===== config.mk =====
export PLATFORM = sky130hd
export DESIGN_NAME = icache_refill_ctrl
export DESIGN_NICKNAME = d
export VERILOG_FILES = /design/src/rtl/icache_refill_ctrl.sv
export SDC_FILE = /design/constraint.sdc
export NUM_CORES = 1
export LEC_CHECK = 0
export BUFFER_PORTS_ARGS = -buffer_cell sky130_fd_sc_hd__clkbuf_2
export CORE_AREA = 4 4 117 119
export CTS_CLUSTER_SIZE = 30
export DETAILED_ROUTE_END_ITERATION = 10
export DIE_AREA = 0 0 121 123
export PLACE_DENSITY = 0.78
export SKIP_LAST_GASP = 1
export SLEW_MARGIN = 5
export SYNTH_ARGS = -nofsm -noshare
export SYNTH_HDL_FRONTEND = slang
export SYNTH_SLANG_ARGS = --single-unit
export TNS_END_PERCENT = 30

===== constraint.sdc =====
create_clock -name clk -period 1.6 [get_ports clk]
set_input_delay 0.16 -clock clk [delete_from_list [all_inputs] [get_ports clk]]
set_output_delay 0.16 -clock clk [all_outputs]
set_load 0.02 [all_outputs]

===== src/rtl/icache_refill_ctrl.sv =====
// Instruction-cache miss handler: fetches a block-aligned line beat by beat from IRAM and writes it to the cache.
// Optional performance counters (miss_cnt, refill_cyc) are enabled by defining ICACHE_REFILL_PERF_EN.
module icache_refill_ctrl #(
    parameter int unsigned BLOCK_BITS = 128,
    parameter int unsigned PC_BITS    = 32
) (
    input  logic                 clk,
    input  logic                 nrst,
    input  logic                 fetch_req,
    input  logic [PC_BITS-1:0]   pc,
    input  logic                 hit,
    output logic                 stall,
    output logic                 mem_req,
    output logic [PC_BITS-1:0]   mem_addr,
    input  logic                 mem_ack,
    input  logic [31:0]          mem_rdata,
    output logic                 cache_we,
    output logic [0:BLOCK_BITS-1] block_out
`ifdef ICACHE_REFILL_PERF_EN
    ,
    output logic [31:0]          miss_cnt,
    output logic [31:0]          refill_cyc
`endif
);

    localparam int unsigned NBEATS = BLOCK_BITS / 32;
    localparam int unsigned BEAT_W = $clog2(NBEATS);
    localparam int unsigned OFF_W  = $clog2(BLOCK_BITS / 8);
    localparam int unsigned LINE_W = PC_BITS - OFF_W;

    typedef enum logic [1:0] {
        IDLE  = 2'd0,
        FETCH = 2'd1,
        FILL  = 2'd2
    } state_e;

    state_e                  state_q, state_d;
    logic [BEAT_W-1:0]       beat_q, beat_d;
    logic [LINE_W-1:0]       line_q, line_d;
    logic [0:BLOCK_BITS-1]   buf_q, buf_d;

    // Byte offset bits of pc never reach the line address.
    logic unused_pc_bits;
    assign unused_pc_bits = ^pc[OFF_W-1:0];

    // Next-state logic; each beat's bytes land at ascending indices, byte MSB at the lowest index.
    always_comb begin
        state_d = state_q;
        beat_d  = beat_q;
        line_d  = line_q;
        buf_d   = buf_q;
        case (state_q)
            IDLE: begin
                if (fetch_req && !hit) begin
                    line_d  = pc[PC_BITS-1:OFF_W];
                    beat_d  = '0;
                    state_d = FETCH;
                end
            end
            FETCH: begin
                if (mem_ack) begin
                    for (int unsigned k = 0; k < NBEATS; k++) begin
                        if (beat_q == BEAT_W'(k)) begin
                            for (int unsigned b = 0; b < 4; b++) begin
                                buf_d[32*k+8*b +: 8] = mem_rdata[8*b +: 8];
                            end
                        end
                    end
                    beat_d = beat_q + BEAT_W'(1);
                    if (beat_q == BEAT_W'(NBEATS - 1)) begin
                        state_d = FILL;
                    end
                end
            end
            FILL:    state_d = IDLE;
            default: state_d = IDLE;
        endcase
    end

    always_ff @(posedge clk or negedge nrst) begin
        if (!nrst) begin
            state_q <= IDLE;
            beat_q  <= '0;
            line_q  <= '0;
            buf_q   <= '0;
        end else begin
            state_q <= state_d;
            beat_q  <= beat_d;
            line_q  <= line_d;
            buf_q   <= buf_d;
        end
    end

    // Stall in IDLE is the raw miss; gated by nrst so reset forces it low immediately.
    assign stall     = nrst && (((state_q == IDLE) && fetch_req && !hit) || (state_q == FETCH));
    assign mem_req   = (state_q == FETCH);
    assign mem_addr  = {line_q, beat_q, 2'b00};
    assign cache_we  = (state_q == FILL);
    assign block_out = buf_q;

`ifdef ICACHE_REFILL_PERF_EN
    logic miss_start;
    assign miss_start = (state_q == IDLE) && (state_d == FETCH);

    // Saturating miss and busy-cycle counters.
    always_ff @(posedge clk or negedge nrst) begin
        if (!nrst) begin
            miss_cnt   <= '0;
            refill_cyc <= '0;
        end else begin
            if (miss_start && (miss_cnt != 32'hFFFF_FFFF)) begin
                miss_cnt <= miss_cnt + 32'd1;
            end
            if (((state_q == FETCH) || (state_q == FILL)) && (refill_cyc != 32'hFFFF_FFFF)) begin
                refill_cyc <= refill_cyc + 32'd1;
            end
        end
    end
`endif

endmodule

==> impl_metrics.py, run 1 <==
metrics = {
    "run_status": {
        "status": "finished, violations left",
        "failed_checks": "setup timing",
    },
    "finish": {
        "area_delta_synth_final_pct": 46.00,
        "final_cell_area_sq_um": 8840,
        "nets": 730,
        "stdcell_count": 842,
        "drive_gt1_share_pct": 58.81,
        "n_antenna_cell": 0,
    },
    "grt": {
        "grt_overflow_total": 0,
        "grt_pass1_wl_microns": 23820,
        "grt_pass1_vias": 4522,
        "antenna_found_initial": 0,
        "grtUsageTotal_pct": 21.11,
        "grt_max_degree": 52,
    },
    "critical_path": {
        "cp.required_ns": 1.44,
        "r2r_cells": 5,
        "crit_fanout": 3,
        "r2r_setup_slack_ns": -0.05,
        "startpoint_type": "flip-flop",
        "r2r-start": "state_q[1]$_DFFE_PN0P_",
        "end_kind": "primary output",
        "timing.rr.end": "block_out[39]$_DFFE_PN0P_",
        "cp.arrival_ns": 1.56,
        "crit_type": "reg -> out",
    },
    "synth": {
        "synth-edff-count": 0,
        "synth_common_cells": "160 x dfrtp_1, 105 x mux2_2, 52 x mux2_1, 12 x buf_4, 6 x buf_2",
        "syn_area_per_cell_sq_um": 17.01,
        "yosysTopAreaCell": "dfrtp_1",
        "yosysTopAreaCellShare_pct": 66.13,
        "yosysWarnings": 0,
        "yosysSeqAreaShare_pct": 66.13,
        "ys_types": 19,
        "synth_top_flop_cell": "dfrtp_1",
        "ys_ff_latch": 160,
        "synth_area_sq_um": 6055,
        "yosysMostFrequentCell": "dfrtp_1",
        "synth.area.top_cells": "dfrtp_1 66%, mux2_2 20%, mux2_1 9.7%",
        "synthCells": 356,
        "async_flop_share_pct": 100.0,
    },
    "clocking": {
        "cts_root_buffer": "clkbuf_16",
        "cts_buffers": 17,
        "cts_tree": "built",
        "clk_pin_slew_worst_paths_ns": 0.06,
        "clk_path_buf_depth": 2,
        "cts_num_sinks": 160,
        "htreeDepth": 4,
        "clk_latency_ns": 0.42,
    },
    "sta": {
        "finalHoldViolCount": 0,
        "hold_slack_ns": 0.01267,
        "fin_crit_sh_pct": 107.3,
        "fin_ws_ns": -0.1163,
        "rsz0062_at_grt": "yes",
        "setup_viol": 79,
        "finalMaxSlewViolations": 0,
        "layout_min_cycle_time_ns": 1.716,
        "max_freq_ghz": 0.5827,
        "tns_ns": -1.840,
        "fin_skew_ns": 0.006045,
    },
    "floorplanning": {
        "core_area_sq_um": 12570,
        "io_pins": 232,
        "die_area_sq_um": 14880,
        "die_h_microns": 123,
        "row_count": 41,
        "initial_core_util_pct": 48.17,
        "dieWidth_microns": 121,
    },
    "route": {
        "ant_nets": 0,
        "via_count": 4139,
        "wire_per_inst_microns": 18.22,
        "via_per_inst": 4.916,
        "wl_microns": 15340,
        "drcViolationCount": 0,
        "drt_iter0_markers": 133,
        "first_pass_iters": 4,
    },
    "place": {
        "gp_congestion": 0.7813,
        "dp_cells": 754,
        "placed_area_sq_um": 7530,
        "numPortBuffers": 225,
        "hpwl_microns": 10430,
    },
    "flow_run": {
        "max_cap_viol_count": 0,
    },
    "hold_path": {
        "worstHoldEndpoint": "block_out[45]$_DFFE_PN0P_",
        "min_path_type": "in -> reg",
        "whs_path_depth": 2,
        "hp-start": "mem_rdata[10]",
    },
    "power_and_ir_drop": {
        "powerDensity_nw_per_um2": 2272,
        "leakage_nw": 4.367,
        "peakVddDrop_v": 0.001326,
        "finalPower_mw": 20.08,
    },
}
## per-layer routing
layer / share of wire (%) / up-vias / track usage, %
met4: 4.1 / 0 / 11.26
li1: - / 1856 / -
met3: 6.1 / 46 / 5.398
met2: 53 / 160 / 37.37
met5: 0 / - / 0
met1: 37 / 2077 / 23.43
## logic make-up (layout without fill, tap and decap cells)
logic type | after synthesis | after routing | synth area share [%]
AO/OA/AOI/OAI | 3 | 3 | 0.3928
adder cells (fa/ha/maj) | 4 | 4 | 0.8267
buffers and inverters | 21 | 334 | 2.170
flip-flops | 160 | 160 | 66.13
multiplexers | 157 | 157 | 29.20
other | 1 | 2 | 0.06194
AND/OR/NAND/NOR | 10 | 10 | 1.219
## timing repair
action / in CTS / in global routing
gates resized for setup: 4 / 8
hold endpoints to repair: 215 / 0
hold buffers: 49 / 0
pin swaps: 1 / 1
setup endpoints to repair: 15 / 33
cloned: 0 / 2
setup buffers: 3 / 3
## registers in the layout, indices dropped and copies added, names as in the netlist
name       cells
state_q        2
line_q        28
block_out    128
beat_q         2
## stage by stage
stage	setup WS [ns]	utilization, %
2_1_floorplan	0.08784	-
3_3_place_gp	0.03787	59.91
3_5_place_dp	-0.01043	59.91
4_1_cts	-0.1051	69.57
5_1_grt	-0.1624	70.33
6_report	-0.1163	70.33
## power breakdown
part | switching, mW | leakage [nW] | total [mW] | internal (mW)
clock | 1.59 | 0.318 | 4.56 | 2.96
combinational | 4.79 | 2.13 | 8.26 | 3.47
sequential | 1.17 | 1.92 | 7.26 | 6.10
total | 7.55 | 4.37 | 20.1 | 12.5
## layout by cell type (no fill, tap or decap)
cell type / netlist / layout
mux2_1: 52 / 52
buf_12: 0 / 10
clkinv_2: 0 / 2
dfrtp_1: 160 / 160
clkbuf_8: 0 / 2
and3b_2: 0 / 1
buf_4: 12 / 11
nand2_1: 1 / 1
clkinv_4: 0 / 2
buf_6: 0 / 2
mux2_2: 105 / 104
mux2_4: 0 / 1
nand3_2: 1 / 1
inv_1: 3 / 3
clkinvlp_4: 0 / 4
ha_1: 4 / 4
a22o_1: 1 / 1
clkbuf_16: 0 / 19
buf_8: 0 / 2
dlygate4sd3_1: 0 / 48
a21o_1: 1 / 1
and2b_1: 1 / 1
o21a_1: 1 / 1
nor2b_1: 1 / 1
bufinv_16: 0 / 6
nand2_2: 3 / 3
nor4b_4: 0 / 1
conb_1: 1 / 2
nor2_1: 1 / 1
clkbuf_2: 0 / 223
## cell type report
class | instances | area [sq um]
clock buffers | 18 | 439.2
clock inverters | 14 | 237.7
fillers | 823 | 3729
inverters | 3 | 11.26
multi-input cells | 176 | 1937
flip-flops and latches | 160 | 4004
well taps | 172 | 215.2
repair buffers | 299 | 1996
## worst max path at each step
stage,cells after the start,start,endpoint,slack (ns)
after global routing,4,state_q[1]$_DFFE_PN0P_,stall,-0.16
final,4,state_q[1]$_DFFE_PN0P_,stall,-0.12
after detailed placement,4,state_q[1]$_DFFE_PN0P_,block_out[59]$_DFFE_PN0P_,-0.01
after global placement,4,state_q[1]$_DFFE_PN0P_,block_out[59]$_DFFE_PN0P_,0.04
after CTS,4,state_q[1]$_DFFE_PN0P_,stall,-0.11
after floorplan,4,beat_q[0]$_DFFE_PN0P_,block_out[106]$_DFFE_PN0P_,0.09
## worst max-delay path, cell delays in order, from the launching register on
cell	delay, ns
dfrtp_1	0.42
nor4b_4	0.33
buf_6	0.14
o21a_1	0.11
clkbuf_8	0.14
No activity file was read; power rests on OpenSTA's default activity.
==> inputs of run 2 (changes only) <==
--- a/config.mk
+++ b/config.mk
@@ -7,7 +7,6 @@
 export LEC_CHECK = 0
 export BUFFER_PORTS_ARGS = -buffer_cell sky130_fd_sc_hd__clkbuf_2
 export CORE_AREA = 4 4 117 119
-export CTS_CLUSTER_SIZE = 30
 export DETAILED_ROUTE_END_ITERATION = 10
 export DIE_AREA = 0 0 121 123
 export PLACE_DENSITY = 0.78
@@ -16,4 +15,4 @@
 export SYNTH_ARGS = -nofsm -noshare
 export SYNTH_HDL_FRONTEND = slang
 export SYNTH_SLANG_ARGS = --single-unit
-export TNS_END_PERCENT = 30
+export TNS_END_PERCENT = 5
==> run 2 against run 1 <==
  * Die area unchanged
  * Highest routed layer unchanged
  * Global-route usage about the same
  * Via count down 0.53%
  * Cell area down 0.57%
  * Clock power about the same
  * Count of clock-buffer cells in the layout unchanged
  * The flow still finishes with violations (setup timing)
  * Maximum frequency down 0.22%
==> impl_metrics.py, run 2 (synthesis gave the netlist of run 1 again) <==
metrics = {
    "sta": {
        "finalMaxSlewViolations": 0,
        "max_freq_ghz": 0.5814,
        "setup_viol": 23,
        "fin_crit_sh_pct": 107.5,
        "rsz0062_at_grt": "yes",
        "hold_slack_ns": 0.02044,
        "layout_min_cycle_time_ns": 1.720,
        "finalHoldViolCount": 0,
        "fin_skew_ns": 0.006078,
        "fin_ws_ns": -0.1201,
    },
    "route": {
        "ant_nets": 0,
        "drcViolationCount": 0,
        "via_per_inst": 4.895,
        "drt_iter0_markers": 124,
        "wire_per_inst_microns": 18.17,
        "via_count": 4117,
        "wl_microns": 15280,
        "first_pass_iters": 4,
    },
    "finish": {
        "utilization_pct": 69.94,
        "mostFrequentLayoutCell": "clkbuf_2",
        "largest_register_ff_count": 128,
        "drive_gt1_share_pct": 58.89,
        "nets": 729,
        "mostFrequentLayoutCells": "223 x clkbuf_2, 159 x dfrtp_1, 105 x mux2_2",
        "n_antenna_cell": 0,
        "final_cell_area_sq_um": 8790,
        "area_delta_synth_final_pct": 45.17,
    },
    "floorplanning": {
        "core_area_sq_um": 12570,
        "dieWidth_microns": 121,
        "initial_core_util_pct": 48.17,
        "row_count": 41,
        "io_pins": 232,
        "die_h_microns": 123,
        "die_area_sq_um": 14880,
    },
    "clocking": {
        "cts_root_buffer": "clkbuf_16",
        "cts_num_sinks": 160,
        "clk_latency_ns": 0.41,
        "clk_pin_slew_worst_paths_ns": 0.06,
        "cts_tree": "built",
        "cts_buffers": 17,
        "htreeDepth": 4,
        "clk_path_buf_depth": 2,
    },
    "grt": {
        "grt_pass1_vias": 4519,
        "grt_overflow_total": 0,
        "grt_pass1_wl_microns": 23850,
        "grt_max_degree": 52,
        "antenna_found_initial": 0,
        "grtUsageTotal_pct": 21.15,
    },
    "critical_path": {
        "crit_type": "reg -> out",
        "r2r-start": "state_q[1]$_DFFE_PN0P_",
        "end_kind": "primary output",
        "r2r_setup_slack_ns": -0.11,
        "cp.required_ns": 1.44,
        "timing.rr.end": "line_q[1]$_DFFE_PN0P_",
        "crit_fanout": 4,
        "cp.arrival_ns": 1.56,
        "startpoint_type": "flip-flop",
        "r2r_cells": 5,
    },
    "run_status": {
        "failed_checks": "setup timing",
        "status": "finished, violations left",
    },
    "power_and_ir_drop": {
        "powerDensity_nw_per_um2": 2281,
        "leakage_nw": 4.356,
        "peakVddDrop_v": 0.001340,
    },
    "flow_run": {
        "max_cap_viol_count": 0,
    },
    "hold_path": {
        "worstHoldEndpoint": "block_out[38]$_DFFE_PN0P_",
        "whs_path_depth": 2,
        "hp-start": "mem_rdata[1]",
        "min_path_type": "in -> reg",
    },
    "place": {
        "placed_area_sq_um": 7530,
        "pre_cts_ws_ns": -0.01043,
        "numPortBuffers": 225,
        "gp_congestion": 0.7813,
        "hpwl_microns": 10430,
    },
}
-- run 2: changes by cell type in the layout (fill, tap and decap cells not counted) --
cell       previous run  this run
nand2_4               0         1
clkbuf_16            19        18
buf_12               10         9
dfrtp_2               0         1
buf_4                11        14
dfrtp_1             160       159
buf_8                 2         0
mux2_4                1         0
mux2_2              104       105
nand2_2               3         2
-- run 2: final cells by class --
cell class                 instances  area [sq um]
clock inverter                    14         237.7
multi-input combinational        176          1938
timing repair buffer             298          1943
clock buffer                      18         439.2
tap                              172         215.2
sequential                       160          4005
fill                             830          3779
inverter                           3         11.26
-- run 2: where the power goes --
part / switching (mW) / internal, mW
sequential: 1.16 / 6.10
clock: 1.59 / 2.97
combinational: 4.80 / 3.44
total: 7.54 / 12.5
-- run 2: critical path, cell delays in order (launching register included) --
cell and delay [ns]:
dfrtp_1 0.43, nor4b_4 0.33, buf_6 0.14, o21a_1 0.11, clkbuf_8 0.14
-- run 2: repair_timing --
action / CTS / global route
endpoints found under the hold margin: 215 / 0
hold buffers: 49 / 0
pin swaps: 1 / 1
gates resized for setup: 3 / 3
cloned: 0 / 1
buffers inserted: 3 / 2
setup endpoints to repair: 15 / 93
-- run 2: worst max path at each step --
stage | startpoint | end | slack, ns
final | state_q[1]$_DFFE_PN0P_ | stall | -0.12
after CTS | state_q[1]$_DFFE_PN0P_ | stall | -0.11
after detailed placement | state_q[1]$_DFFE_PN0P_ | block_out[59]$_DFFE_PN0P_ | -0.01
after global placement | state_q[1]$_DFFE_PN0P_ | block_out[59]$_DFFE_PN0P_ | 0.04
after floorplan | beat_q[0]$_DFFE_PN0P_ | block_out[106]$_DFFE_PN0P_ | 0.09
after global routing | state_q[1]$_DFFE_PN0P_ | stall | -0.18
-- run 2: through the flow --
stage / setup TNS, ns / cells / total power, mW
3_3_place_gp: 0 / 754 / 15.05
5_1_grt: -3.279 / 841 / 21.12
2_1_floorplan: 0 / 357 / 12.08
4_1_cts: -0.2137 / 838 / 20.14
3_5_place_dp: -0.01043 / 754 / 15.38
6_report: -1.854 / 841 / 20.05
-- run 2: per-layer routing --
| metal | GRT usage [%] | vias up | part of all wire, % |
|---|---|---|---|
| met2 | 37.65 | 143 | 54 |
| met1 | 23.43 | 2081 | 37 |
| li1 | - | 1855 | - |
| met5 | 0 | - | 0 |
| met4 | 10.98 | 0 | 3.6 |
| met3 | 5.398 | 38 | 5.5 |
